## config.mk

```make
export PLATFORM = sky130hd
export DESIGN_NAME = multicycle_ctrl_fsm_flat
export DESIGN_NICKNAME = d
export VERILOG_FILES = /design/src/rtl/multicycle_ctrl_fsm_if.sv /design/src/rtl/multicycle_ctrl_fsm.sv /design/src/flat_wrapper.sv
export SDC_FILE = /design/constraint.sdc
export NUM_CORES = 1
export LEC_CHECK = 0
export ABC_CLOCK_PERIOD_IN_PS = 1800
export BUFFER_PORTS_ARGS = -buffer_cell sky130_fd_sc_hd__buf_4
export CORE_MARGIN = 2
export CORE_UTILIZATION = 30
export CTS_CLUSTER_SIZE = 24
export DETAILED_ROUTE_END_ITERATION = 16
export GPL_TIMING_DRIVEN = 1
export PLACE_DENSITY_LB_ADDON = 0.08
export SLEW_MARGIN = 25
export SYNTH_ARGS = -nofsm -noshare
export SYNTH_HDL_FRONTEND = slang
export SYNTH_SLANG_ARGS = --single-unit
```

## constraint.sdc

```tcl
create_clock -name clk -period 1.8 [get_ports clk]
set_input_delay 0 -clock clk [delete_from_list [all_inputs] [get_ports clk]]
set_output_delay 0 -clock clk [all_outputs]
set_load 0.005 [all_outputs]
```

## src/rtl/multicycle_ctrl_fsm_if.sv

```systemverilog
// Control bundle between the multicycle main controller and the shared datapath.
// Latency: none (wires only).
// Backpressure: none here; memory stalls are carried by mem_ready.
//
// Ports (signals):
//   opcode, mem_ready                   - datapath/memory -> controller
//   pc_write .. mem_timeout, state      - controller -> datapath (enables, muxes, ALU config, status)
// Modports: master = controller side, slave = datapath side.
interface multicycle_ctrl_fsm_if;
    logic [5:0] opcode;
    logic       mem_ready;

    logic       pc_write;
    logic       pc_write_cond;
    logic [1:0] branch_type;
    logic [1:0] pc_src;
    logic       iord;
    logic       mem_read;
    logic       mem_write;
    logic       ir_write;
    logic       reg_write;
    logic       reg_dst;
    logic       mem_to_reg;
    logic       alu_src_a;
    logic [1:0] alu_src_b;
    logic       ext_op;
    logic [2:0] alu_op;
    logic       illegal_op;
    logic       mem_timeout;
    logic [3:0] state;

    modport master (
        input  opcode, mem_ready,
        output pc_write, pc_write_cond, branch_type, pc_src, iord,
               mem_read, mem_write, ir_write, reg_write, reg_dst,
               mem_to_reg, alu_src_a, alu_src_b, ext_op, alu_op,
               illegal_op, mem_timeout, state
    );

    modport slave (
        output opcode, mem_ready,
        input  pc_write, pc_write_cond, branch_type, pc_src, iord,
               mem_read, mem_write, ir_write, reg_write, reg_dst,
               mem_to_reg, alu_src_a, alu_src_b, ext_op, alu_op,
               illegal_op, mem_timeout, state
    );
endinterface

```

## src/rtl/multicycle_ctrl_fsm.sv

```systemverilog
// Main controller of the multicycle CPU: sequences fetch/decode/execute/memory/writeback.
// Latency: 3..5 cycles per instruction with zero-wait memory; write strobes are Mealy (same cycle).
// Backpressure: FETCH/MEM_RD/MEM_WR hold until mem_ready, aborting to FETCH after WAIT_TIMEOUT idle cycles.
//
// Ports:
//   clk         - system clock, rising edge
//   reset       - synchronous, active-high; forces every control output low while asserted
//   bus         - master side of multicycle_ctrl_fsm_if (opcode/mem_ready in, all controls out)
module multicycle_ctrl_fsm #(
    parameter int WAIT_TIMEOUT = 15,   // legal 1..255
    parameter int CNT_W        = 8
) (
    input  logic                        clk,
    input  logic                        reset,
    multicycle_ctrl_fsm_if.master       bus
);

    typedef enum logic [3:0] {
        S_FETCH    = 4'd0,
        S_DECODE   = 4'd1,
        S_MEM_ADDR = 4'd2,
        S_MEM_RD   = 4'd3,
        S_WB_MEM   = 4'd4,
        S_MEM_WR   = 4'd5,
        S_EXEC_R   = 4'd6,
        S_WB_R     = 4'd7,
        S_EXEC_I   = 4'd8,
        S_WB_I     = 4'd9,
        S_BRANCH   = 4'd10,
        S_JUMP     = 4'd11
    } state_t;

    localparam logic [5:0] OP_RTYPE = 6'b000000;
    localparam logic [5:0] OP_LW    = 6'b100011;
    localparam logic [5:0] OP_SW    = 6'b101011;
    localparam logic [5:0] OP_ADDI  = 6'b001000;
    localparam logic [5:0] OP_ORI   = 6'b001101;
    localparam logic [5:0] OP_BEQ   = 6'b000100;
    localparam logic [5:0] OP_BNE   = 6'b000101;
    localparam logic [5:0] OP_BGTZ  = 6'b000111;
    localparam logic [5:0] OP_J     = 6'b000010;

    localparam logic [CNT_W-1:0] TIMEOUT_CNT = CNT_W'(WAIT_TIMEOUT);

    state_t           r_state;
    state_t           w_next;
    logic [5:0]       r_opcode;     // opcode captured on DECODE exit
    logic [CNT_W-1:0] r_wait_cnt;

    logic             w_wait_state;
    logic             w_timeout;

    // Only the three memory-facing states count idle cycles.
    assign w_wait_state = (r_state == S_FETCH) || (r_state == S_MEM_RD) || (r_state == S_MEM_WR);
    // mem_ready takes priority: a ready in the limit cycle is a normal completion.
    assign w_timeout    = w_wait_state && !bus.mem_ready && (r_wait_cnt == TIMEOUT_CNT);

    assign bus.state = r_state;

    // ------------------------------------------------------------------
    // Next-state and output decode. Datapath mux/ALU settings are Moore
    // (state only); ir_write/pc_write in FETCH, illegal_op and mem_timeout
    // depend on live inputs so they take effect in the same cycle.
    // ------------------------------------------------------------------
    always_comb begin
        w_next            = r_state;
        bus.pc_write      = 1'b0;
        bus.pc_write_cond = 1'b0;
        bus.branch_type   = 2'b00;
        bus.pc_src        = 2'b00;
        bus.iord          = 1'b0;
        bus.mem_read      = 1'b0;
        bus.mem_write     = 1'b0;
        bus.ir_write      = 1'b0;
        bus.reg_write     = 1'b0;
        bus.reg_dst       = 1'b0;
        bus.mem_to_reg    = 1'b0;
        bus.alu_src_a     = 1'b0;
        bus.alu_src_b     = 2'b00;
        bus.ext_op        = 1'b0;
        bus.alu_op        = 3'b000;
        bus.illegal_op    = 1'b0;
        bus.mem_timeout   = 1'b0;

        case (r_state)
            S_FETCH: begin
                // PC+4 computed by the ALU while the instruction is read.
                bus.mem_read  = 1'b1;
                bus.iord      = 1'b0;
                bus.alu_src_a = 1'b0;
                bus.alu_src_b = 2'b01;
                bus.alu_op    = 3'b000;
                if (bus.mem_ready) begin
                    bus.ir_write = 1'b1;
                    bus.pc_write = 1'b1;
                    w_next       = S_DECODE;
                end else if (w_timeout) begin
                    // PC was not advanced, so re-entering FETCH retries the same address.
                    bus.mem_timeout = 1'b1;
                    w_next          = S_FETCH;
                end
            end

            S_DECODE: begin
                // Branch target precompute: PC + (sign-extended imm << 2).
                bus.alu_src_a = 1'b0;
                bus.alu_src_b = 2'b11;
                bus.alu_op    = 3'b000;
                bus.ext_op    = 1'b1;
                case (bus.opcode)
                    OP_RTYPE:               w_next = S_EXEC_R;
                    OP_LW, OP_SW:           w_next = S_MEM_ADDR;
                    OP_ADDI, OP_ORI:        w_next = S_EXEC_I;
                    OP_BEQ, OP_BNE, OP_BGTZ: w_next = S_BRANCH;
                    OP_J:                   w_next = S_JUMP;
                    default: begin
                        bus.illegal_op = 1'b1;
                        w_next         = S_FETCH;
                    end
                endcase
            end

            S_MEM_ADDR: begin
                bus.alu_src_a = 1'b1;
                bus.alu_src_b = 2'b10;
                bus.ext_op    = 1'b1;
                bus.alu_op    = 3'b000;
                w_next        = (r_opcode == OP_SW) ? S_MEM_WR : S_MEM_RD;
            end

            S_MEM_RD: begin
                bus.mem_read = 1'b1;
                bus.iord     = 1'b1;
                if (bus.mem_ready) begin
                    w_next = S_WB_MEM;
                end else if (w_timeout) begin
                    bus.mem_timeout = 1'b1;
                    w_next          = S_FETCH;
                end
            end

            S_WB_MEM: begin
                bus.reg_write  = 1'b1;
                bus.mem_to_reg = 1'b1;
                bus.reg_dst    = 1'b0;
                w_next         = S_FETCH;
            end

            S_MEM_WR: begin
                bus.mem_write = 1'b1;
                bus.iord      = 1'b1;
                if (bus.mem_ready) begin
                    w_next = S_FETCH;
                end else if (w_timeout) begin
                    bus.mem_timeout = 1'b1;
                    w_next          = S_FETCH;
                end
            end

            S_EXEC_R: begin
                bus.alu_src_a = 1'b1;
                bus.alu_src_b = 2'b00;
                bus.alu_op    = 3'b010;
                w_next        = S_WB_R;
            end

            S_WB_R: begin
                bus.reg_write  = 1'b1;
                bus.reg_dst    = 1'b1;
                bus.mem_to_reg = 1'b0;
                w_next         = S_FETCH;
            end

            S_EXEC_I: begin
                bus.alu_src_a = 1'b1;
                bus.alu_src_b = 2'b10;
                // ori is a logical op and wants a zero-extended immediate.
                if (r_opcode == OP_ORI) begin
                    bus.ext_op = 1'b0;
                    bus.alu_op = 3'b011;
                end else begin
                    bus.ext_op = 1'b1;
                    bus.alu_op = 3'b000;
                end
                w_next = S_WB_I;
            end

            S_WB_I: begin
                bus.reg_write  = 1'b1;
                bus.reg_dst    = 1'b0;
                bus.mem_to_reg = 1'b0;
                w_next         = S_FETCH;
            end

            S_BRANCH: begin
                bus.alu_src_a     = 1'b1;
                bus.alu_src_b     = 2'b00;
                bus.alu_op        = 3'b001;
                bus.pc_write_cond = 1'b1;
                bus.pc_src        = 2'b01;
                case (r_opcode)
                    OP_BEQ:  bus.branch_type = 2'b01;
                    OP_BNE:  bus.branch_type = 2'b10;
                    OP_BGTZ: bus.branch_type = 2'b11;
                    default: bus.branch_type = 2'b00;
                endcase
                w_next = S_FETCH;
            end

            S_JUMP: begin
                bus.pc_write = 1'b1;
                bus.pc_src   = 2'b10;
                w_next       = S_FETCH;
            end

            default: begin
                // Unused encodings recover to FETCH.
                w_next = S_FETCH;
            end
        endcase

        // Reset abandons the current instruction: nothing may write this cycle.
        if (reset) begin
            bus.pc_write      = 1'b0;
            bus.pc_write_cond = 1'b0;
            bus.branch_type   = 2'b00;
            bus.pc_src        = 2'b00;
            bus.iord          = 1'b0;
            bus.mem_read      = 1'b0;
            bus.mem_write     = 1'b0;
            bus.ir_write      = 1'b0;
            bus.reg_write     = 1'b0;
            bus.reg_dst       = 1'b0;
            bus.mem_to_reg    = 1'b0;
            bus.alu_src_a     = 1'b0;
            bus.alu_src_b     = 2'b00;
            bus.ext_op        = 1'b0;
            bus.alu_op        = 3'b000;
            bus.illegal_op    = 1'b0;
            bus.mem_timeout   = 1'b0;
        end
    end

    // ------------------------------------------------------------------
    // State, latched opcode and wait counter.
    // ------------------------------------------------------------------
    always_ff @(posedge clk) begin
        if (reset) begin
            r_state    <= S_FETCH;
            r_opcode   <= 6'd0;
            r_wait_cnt <= '0;
        end else begin
            r_state <= w_next;

            // Later states decode this copy so IR updates after DECODE are ignored.
            if (r_state == S_DECODE) begin
                r_opcode <= bus.opcode;
            end

            // A FETCH timeout does not change state, so it clears explicitly.
            if (!w_wait_state || w_timeout || (w_next != r_state)) begin
                r_wait_cnt <= '0;
            end else if (!bus.mem_ready) begin
                r_wait_cnt <= r_wait_cnt + CNT_W'(1);
            end
        end
    end

endmodule

```

## src/flat_wrapper.sv

```systemverilog
// flat-port wrapper written by rule: the top's interface ports become plain ports
module multicycle_ctrl_fsm_flat 
#(
    parameter int WAIT_TIMEOUT = 15,                  
    parameter int CNT_W        = 8
)
  (clk, reset, bus_opcode, bus_mem_ready, bus_pc_write, bus_pc_write_cond, bus_branch_type, bus_pc_src, bus_iord, bus_mem_read, bus_mem_write, bus_ir_write, bus_reg_write, bus_reg_dst, bus_mem_to_reg, bus_alu_src_a, bus_alu_src_b, bus_ext_op, bus_alu_op, bus_illegal_op, bus_mem_timeout, bus_state);
  multicycle_ctrl_fsm_if bus_i ();
  input  logic clk;
  input  logic reset;
  input wire logic [$bits(bus_i.opcode)-1:0] bus_opcode;
  input wire logic [$bits(bus_i.mem_ready)-1:0] bus_mem_ready;
  output wire logic [$bits(bus_i.pc_write)-1:0] bus_pc_write;
  output wire logic [$bits(bus_i.pc_write_cond)-1:0] bus_pc_write_cond;
  output wire logic [$bits(bus_i.branch_type)-1:0] bus_branch_type;
  output wire logic [$bits(bus_i.pc_src)-1:0] bus_pc_src;
  output wire logic [$bits(bus_i.iord)-1:0] bus_iord;
  output wire logic [$bits(bus_i.mem_read)-1:0] bus_mem_read;
  output wire logic [$bits(bus_i.mem_write)-1:0] bus_mem_write;
  output wire logic [$bits(bus_i.ir_write)-1:0] bus_ir_write;
  output wire logic [$bits(bus_i.reg_write)-1:0] bus_reg_write;
  output wire logic [$bits(bus_i.reg_dst)-1:0] bus_reg_dst;
  output wire logic [$bits(bus_i.mem_to_reg)-1:0] bus_mem_to_reg;
  output wire logic [$bits(bus_i.alu_src_a)-1:0] bus_alu_src_a;
  output wire logic [$bits(bus_i.alu_src_b)-1:0] bus_alu_src_b;
  output wire logic [$bits(bus_i.ext_op)-1:0] bus_ext_op;
  output wire logic [$bits(bus_i.alu_op)-1:0] bus_alu_op;
  output wire logic [$bits(bus_i.illegal_op)-1:0] bus_illegal_op;
  output wire logic [$bits(bus_i.mem_timeout)-1:0] bus_mem_timeout;
  output wire logic [$bits(bus_i.state)-1:0] bus_state;
  assign bus_i.opcode = bus_opcode;
  assign bus_i.mem_ready = bus_mem_ready;
  assign bus_pc_write = bus_i.pc_write;
  assign bus_pc_write_cond = bus_i.pc_write_cond;
  assign bus_branch_type = bus_i.branch_type;
  assign bus_pc_src = bus_i.pc_src;
  assign bus_iord = bus_i.iord;
  assign bus_mem_read = bus_i.mem_read;
  assign bus_mem_write = bus_i.mem_write;
  assign bus_ir_write = bus_i.ir_write;
  assign bus_reg_write = bus_i.reg_write;
  assign bus_reg_dst = bus_i.reg_dst;
  assign bus_mem_to_reg = bus_i.mem_to_reg;
  assign bus_alu_src_a = bus_i.alu_src_a;
  assign bus_alu_src_b = bus_i.alu_src_b;
  assign bus_ext_op = bus_i.ext_op;
  assign bus_alu_op = bus_i.alu_op;
  assign bus_illegal_op = bus_i.illegal_op;
  assign bus_mem_timeout = bus_i.mem_timeout;
  assign bus_state = bus_i.state;
  multicycle_ctrl_fsm #(.WAIT_TIMEOUT(WAIT_TIMEOUT), .CNT_W(CNT_W)) u_core (.clk(clk), .reset(reset), .bus(bus_i));
endmodule
```

==> flow_metrics.tcl, run 1 <==
set metrics [dict create \
    status "complete, no violations" \
    ff2ff_path_depth 5 \
    synth_area_leaders "dfxtp_1 (28%), nor2_1 (4.9%), xor2_1 (4.7%)" \
    drtPass1Iterations 4 \
    wl_per_cell_um 13.7 \
    crit_fanout 6 \
    clock_latency_ns 0.25 \
    nFillCells 406 \
    grt_max_degree 19 \
    routed_wl_mm 3.33 \
    crit_arrival_ns 1.72 \
    syn-num-nets 170 \
    multi_input_area_sq_um 878 \
    fin_util_pct 41.8 \
    synth_top_cell_area_share_pct 27.7 \
    critical_path.cell_chain "nand2b_4 > nor3_4 > or4b_4 > nor2_2 > buf_4" \
    synth_area_sq_mm 0.00130 \
    place.gp.congestion 0.797 \
    antenna_found_initial 0 \
    vdd_drop_max_v 0.000458 \
    synth_top_area_cell "dfxtp_1" \
    cp-start-kind "flip-flop" \
    grt_pass1_vias 1174 \
    syn_to_final_growth_pct 31.3 \
    drive_above_1_share_pct 37.1 \
    fin_ws_ns 0.0824 \
    cts_sinks 18 \
    placed_cells 239 \
    crit_buf_inv 1 \
    die_width_um 69.9 \
    fin_worst_skew_ns 0.00338 \
    synth_area_per_cell_sq_um 8.13 \
    synth-async-reset-ratio_pct 0 \
    critPathMaxStageDelay_ns 0.51 \
    post-place-ws_ns 0.00261 \
    floorplan.initialDensity_pct 31.8 \
    hold_end "u_core.r_opcode[4]" \
    netlist_instances 160 \
    grt_pass1_wl_mm 5.67 \
    drc 0 \
    fmax_mhz 582 \
    final_nets 205 \
    grt_setup_unrepaired "true" \
    seq_area_frac_synth_pct 27.7 \
    ios 35 \
    h-tree-depth 1 \
    hold_class "input port to flip-flop" \
    cts-root-buf "clkbuf_8" \
    fp.dieArea_sq_mm 0.00488 \
    clk_path_buf_depth 2 \
    worstSetupPathType "flip-flop to output pin" \
    period_minus_slack_ns 1.72 \
    gr-total-overflow 0 \
    grt_usage_pct 14.1 \
    setup_viol 0 \
    viasPerCell 5.05 \
    p_total_mw 0.930 \
    die_h_um 69.9 \
    hold_start "bus_opcode[4]" \
    cts_buffers 3 \
    r2r-end "u_core.r_wait_cnt[6]" \
    regArea_sq_um 373 \
    final_cell_count_no_fill 244 \
    ant_nets 0 \
    synth_seq_cells 18 \
    yosys_warnings 0 \
    place_hpwl_mm 2.57 \
    crit_family "simple AND/OR/NAND/NOR gates" \
    synth_cell_type_count 49 \
    r2r_setup_slack_ns 0.13 \
    drv_cap 0 \
    slowest_stage "or4b_4" \
    drv_slew 0 \
    whs_ns 0.0335 \
    post_cts_buffers 0 \
    rows 23 \
    core-area_sq_mm 0.00409 \
    p_per_area_mw_per_mm2 544 \
    p_leak_nw 0.679 \
    antenna_cells 0 \
    synth_flop_cell "dfxtp_1" \
    hold_path_depth 3 \
    fin_crit_sh_pct 95.4 \
    r2r-start "u_core.r_wait_cnt[0]" \
    end_kind "output pin" \
    synth-edff-count 0 \
    first_iter_violations 45 \
    hold_viol 0 \
    io_buffers 33 \
    clkSlewWorstSetupHoldPaths_ns 0.07 \
    cts_tree "built" \
    vias 1231 \
    cp.required_ns 1.80 \
]
worst min-delay path: cells and delay by family:
kind	cells	cell delay, ns
buffers and inverters	1	0.11
AND/OR/NAND/NOR	1	0.07
multiplexers	1	0.07
registers in the layout, summed over array words and instances, names as in the netlist:
register           flops
u_core.r_opcode        6
u_core.r_wait_cnt      8
u_core.bus.state       4
Yosys cell counts, types with 3 or more instances:
library cell and n:
dfxtp_1 18, nor2_1 17, nor3_1 12, nand2_1 8
a21oi_1 7, xor2_1 7, mux2i_1 6, nor2_2 6
nor3b_1 5, o21ai_0 5, buf_2 4, buf_6 4
nand2b_1 4, nor4_1 4, xnor2_1 4, clkbuf_1 3
inv_1 3, or4b_1 3
how the worst max path moves through the flow:
stage,to,slack [ns],start,cells after the start
detailed placement,u_core.r_wait_cnt[6],0.003,u_core.r_wait_cnt[0],5
CTS,bus_branch_type[0],-0.004,u_core.bus.state[2],5
global placement,u_core.r_wait_cnt[3],0.03,u_core.r_wait_cnt[0],5
global route,bus_branch_type[1],-0.008,u_core.bus.state[2],5
finish,bus_branch_type[1],0.08,u_core.bus.state[2],5
floorplan,u_core.r_wait_cnt[3],0.14,u_core.r_wait_cnt[0],6
stage by stage:
stage | TNS (ns) | instance area, sq um
CTS | -0.00368 | 1670
floorplan | 0 | 1300
finish | 0 | 1710
global placement | 0 | 1590
detailed placement | 0 | 1590
global route | -0.00810 | 1710
cell usage in the layout (no fill, tap or decap), types with 3 or more instances in the layout:
| cell | synthesis | layout |
|---|---|---|
| a21oi_1 | 7 | 7 |
| xor2_1 | 7 | 6 |
| nor3b_1 | 5 | 4 |
| nor2_1 | 17 | 15 |
| buf_4 | 2 | 42 |
| xnor2_1 | 4 | 4 |
| nand2b_1 | 4 | 3 |
| nor4_1 | 4 | 4 |
| nand2_1 | 8 | 8 |
| inv_1 | 3 | 3 |
| clkbuf_8 | 0 | 4 |
| nor3_1 | 12 | 11 |
| dfxtp_1 | 18 | 14 |
| nor2_2 | 6 | 8 |
| mux2i_1 | 6 | 6 |
| dfxtp_4 | 0 | 3 |
| o21ai_0 | 5 | 5 |
kinds of logic after synthesis:
family	share of synthesized area, %
flip-flops	27.7
AO/OA/AOI/OAI	12.8
XOR/XNOR	7.40
buffers and inverters	8.17
adder cells (fa/ha/maj)	0.961
multiplexers	4.62
AND/OR/NAND/NOR	38.1
other	0.288
final cells by class:
class | instances | area share, %
Tap cell | 50 | 3.66
Sequential cell | 18 | 21.8
Timing Repair Buffer | 43 | 19.0
Inverter | 4 | 0.878
Clock buffer | 4 | 3.22
Multi-Input combinational cell | 125 | 51.4
layer usage:
layer / up-vias / wire length [um] / GRT usage, %
met5: - / 0 / 0
met4: 0 / 17 / 2.56
met3: 2 / 166 / 3.03
met2: 31 / 1530 / 23.3
met1: 570 / 1610 / 19.1
li1: 628 / - / -
timing repair:
action,in CTS,in global routing
resized for setup,5,12
hold buffers,1,0
endpoints found under the setup margin,8,4
hold endpoints to repair,1,0
pin swaps,0,2
report_power, final:
group	switching [mW]	internal, mW
sequential	0.0159	0.408
clock	0.136	0.194
combinational	0.0911	0.0847
total	0.243	0.687
No activity file was read; power rests on OpenSTA's default activity.
==> run 2, diff against run 1 <==
--- a/config.mk
+++ b/config.mk
@@ -7,8 +7,10 @@
 export LEC_CHECK = 0
 export ABC_CLOCK_PERIOD_IN_PS = 1800
 export BUFFER_PORTS_ARGS = -buffer_cell sky130_fd_sc_hd__buf_4
+export CELL_PAD_IN_SITES_DETAIL_PLACEMENT = 0
+export CELL_PAD_IN_SITES_GLOBAL_PLACEMENT = 2
 export CORE_MARGIN = 2
-export CORE_UTILIZATION = 30
+export CORE_UTILIZATION = 29
 export CTS_CLUSTER_SIZE = 24
 export DETAILED_ROUTE_END_ITERATION = 16
 export GPL_TIMING_DRIVEN = 1
==> flow_metrics.tcl, run 2 (synthesized netlist as in run 1, its figures left out) <==
set metrics [dict create \
    status "complete, no violations" \
    grt_pass1_wl_mm 5.50 \
    r2r-end "u_core.r_wait_cnt[4]" \
    grt_setup_unrepaired "false" \
    vdd_drop_max_v 0.000344 \
    fp.dieArea_sq_mm 0.00504 \
    drc 0 \
    fin_crit_sh_pct 94.8 \
    hold_start "bus_opcode[4]" \
    end_kind "flip-flop" \
    die_h_um 71.0 \
    final_common_cell "buf_4" \
    final_nets 208 \
    nFillCells 465 \
    place.gp.congestion 0.730 \
    post-place-ws_ns 0.0999 \
    viasPerCell 4.98 \
    hold_path_depth 3 \
    p_leak_nw 0.689 \
    final_cell_mix "buf_4 (45), nor2_1 (16), dfxtp_1 (14)" \
    wl_per_cell_um 13.9 \
    io_buffers 33 \
    setup_viol 0 \
    fmax_mhz 586 \
    clkSlewWorstSetupHoldPaths_ns 0.08 \
    crit_fanout 7 \
    grt_max_degree 19 \
    ant_nets 0 \
    hold_end "u_core.r_opcode[4]" \
    h-tree-depth 1 \
    crit_arrival_ns 1.90 \
    first_iter_violations 23 \
    r2r-start "u_core.r_wait_cnt[0]" \
    ios 35 \
    grt_usage_pct 13.9 \
    syn_to_final_growth_pct 32.0 \
    final_cell_count_no_fill 249 \
    drv_slew 0 \
    worstSetupPathType "flip-flop to flip-flop" \
    cp-start-kind "flip-flop" \
    cts_buffers 3 \
    worstMarginPinSlew_ns 0.463 \
    place_hpwl_mm 2.70 \
    drv_cap 0 \
    cts-root-buf "clkbuf_8" \
    regArea_sq_um 368 \
    cts_tree "built" \
    p_per_area_mw_per_mm2 549 \
    top_register "u_core.r_wait_cnt" \
    ff2ff_path_depth 6 \
    period_minus_slack_ns 1.71 \
    antenna_cells 0 \
    floorplan.initialDensity_pct 30.1 \
    drtPass1Iterations 4 \
    cts_sinks 18 \
    gr-total-overflow 0 \
    clk_path_buf_depth 2 \
    grt_pass1_vias 1174 \
    largest_register_ffs 8 \
    multi_input_area_sq_um 867 \
    fin_worst_skew_ns 0.00498 \
    cp.required_ns 2.00 \
    placed_cells 243 \
    core-area_sq_mm 0.00432 \
    hold_viol 0 \
    drive_above_1_share_pct 36.5 \
    rows 24 \
    routed_wl_mm 3.46 \
    r2r_setup_slack_ns 0.09 \
    fin_ws_ns 0.0932 \
    slew_headroom_pct 68.3 \
    vias 1240 \
    hold_class "input port to flip-flop" \
    antenna_found_initial 0 \
    clock_latency_ns 0.26 \
    die_width_um 71.0 \
]
==> run 2: cell count changes in the layout (fill, tap and decap cells not counted), sizes merged <==
| cell | before | now |
|---|---|---|
| buf | 42 | 45 |
==> run 2: worst max-delay path by stage <==
stage | from | to | slack (ns)
2_1_floorplan | u_core.r_wait_cnt[0] | u_core.r_wait_cnt[3] | 0.14
3_3_place_gp | u_core.r_wait_cnt[0] | u_core.r_wait_cnt[3] | 0.14
3_5_place_dp | u_core.r_wait_cnt[0] | u_core.r_wait_cnt[4] | 0.1
4_1_cts | u_core.bus.state[2] | bus_branch_type[0] | -0.009
5_1_grt | u_core.r_wait_cnt[0] | u_core.r_wait_cnt[7] | 0.0009
6_report | u_core.r_wait_cnt[0] | u_core.r_wait_cnt[4] | 0.09
==> run 2: per-layer routing <==
layer  track usage [%]  wire, um  vias up
li1                  -         -      639
met1              16.7      1570      567
met2              24.7      1680       30
met3              2.28       147        4
met4              5.03        56        0
met5                 0         0        -
==> run 2: where the power goes <==
group	leakage, nW	internal, mW	switching, mW
sequential	0.148	0.411	0.0161
clock	0.0288	0.194	0.146
combinational	0.512	0.0851	0.0914
==> run 2: stage by stage <==
stage	util, %	area (sq um)	setup TNS [ns]	total power [mW]	hold WS [ns]
3_3_place_gp	37.1	1610	0	0.608	0.238
4_1_cts	38.9	1680	-0.00912	0.953	0.0347
2_1_floorplan	-	1300	0	0.542	0.0752
6_report	39.7	1720	0	0.943	0.0415
3_5_place_dp	37.1	1610	0	0.609	0.242
5_1_grt	39.7	1720	0	0.995	0.0616
==> run 2: cell type report <==
class / instances / area share, %
clock buffer: 4 / 3.20
inverter: 4 / 0.874
multi-input combinational: 125 / 50.5
sequential: 18 / 21.4
tap: 52 / 3.79
timing repair buffer: 46 / 20.2
==> run 2: timing repair <==
item	CTS	global route
pin swaps	0	1
endpoints found under the setup margin	3	4
hold buffers	1	0
setup buffers	0	1
resized for setup	5	7
hold endpoints to repair	1	0
==> run 2: critical path: stages, from the launching register on <==
cell     delay (ns)
dfxtp_1        0.33
ha_1           0.23
and2_4         0.17
a31oi_2        0.16
or4b_1         0.45
buf_4          0.20
nor2_2         0.10
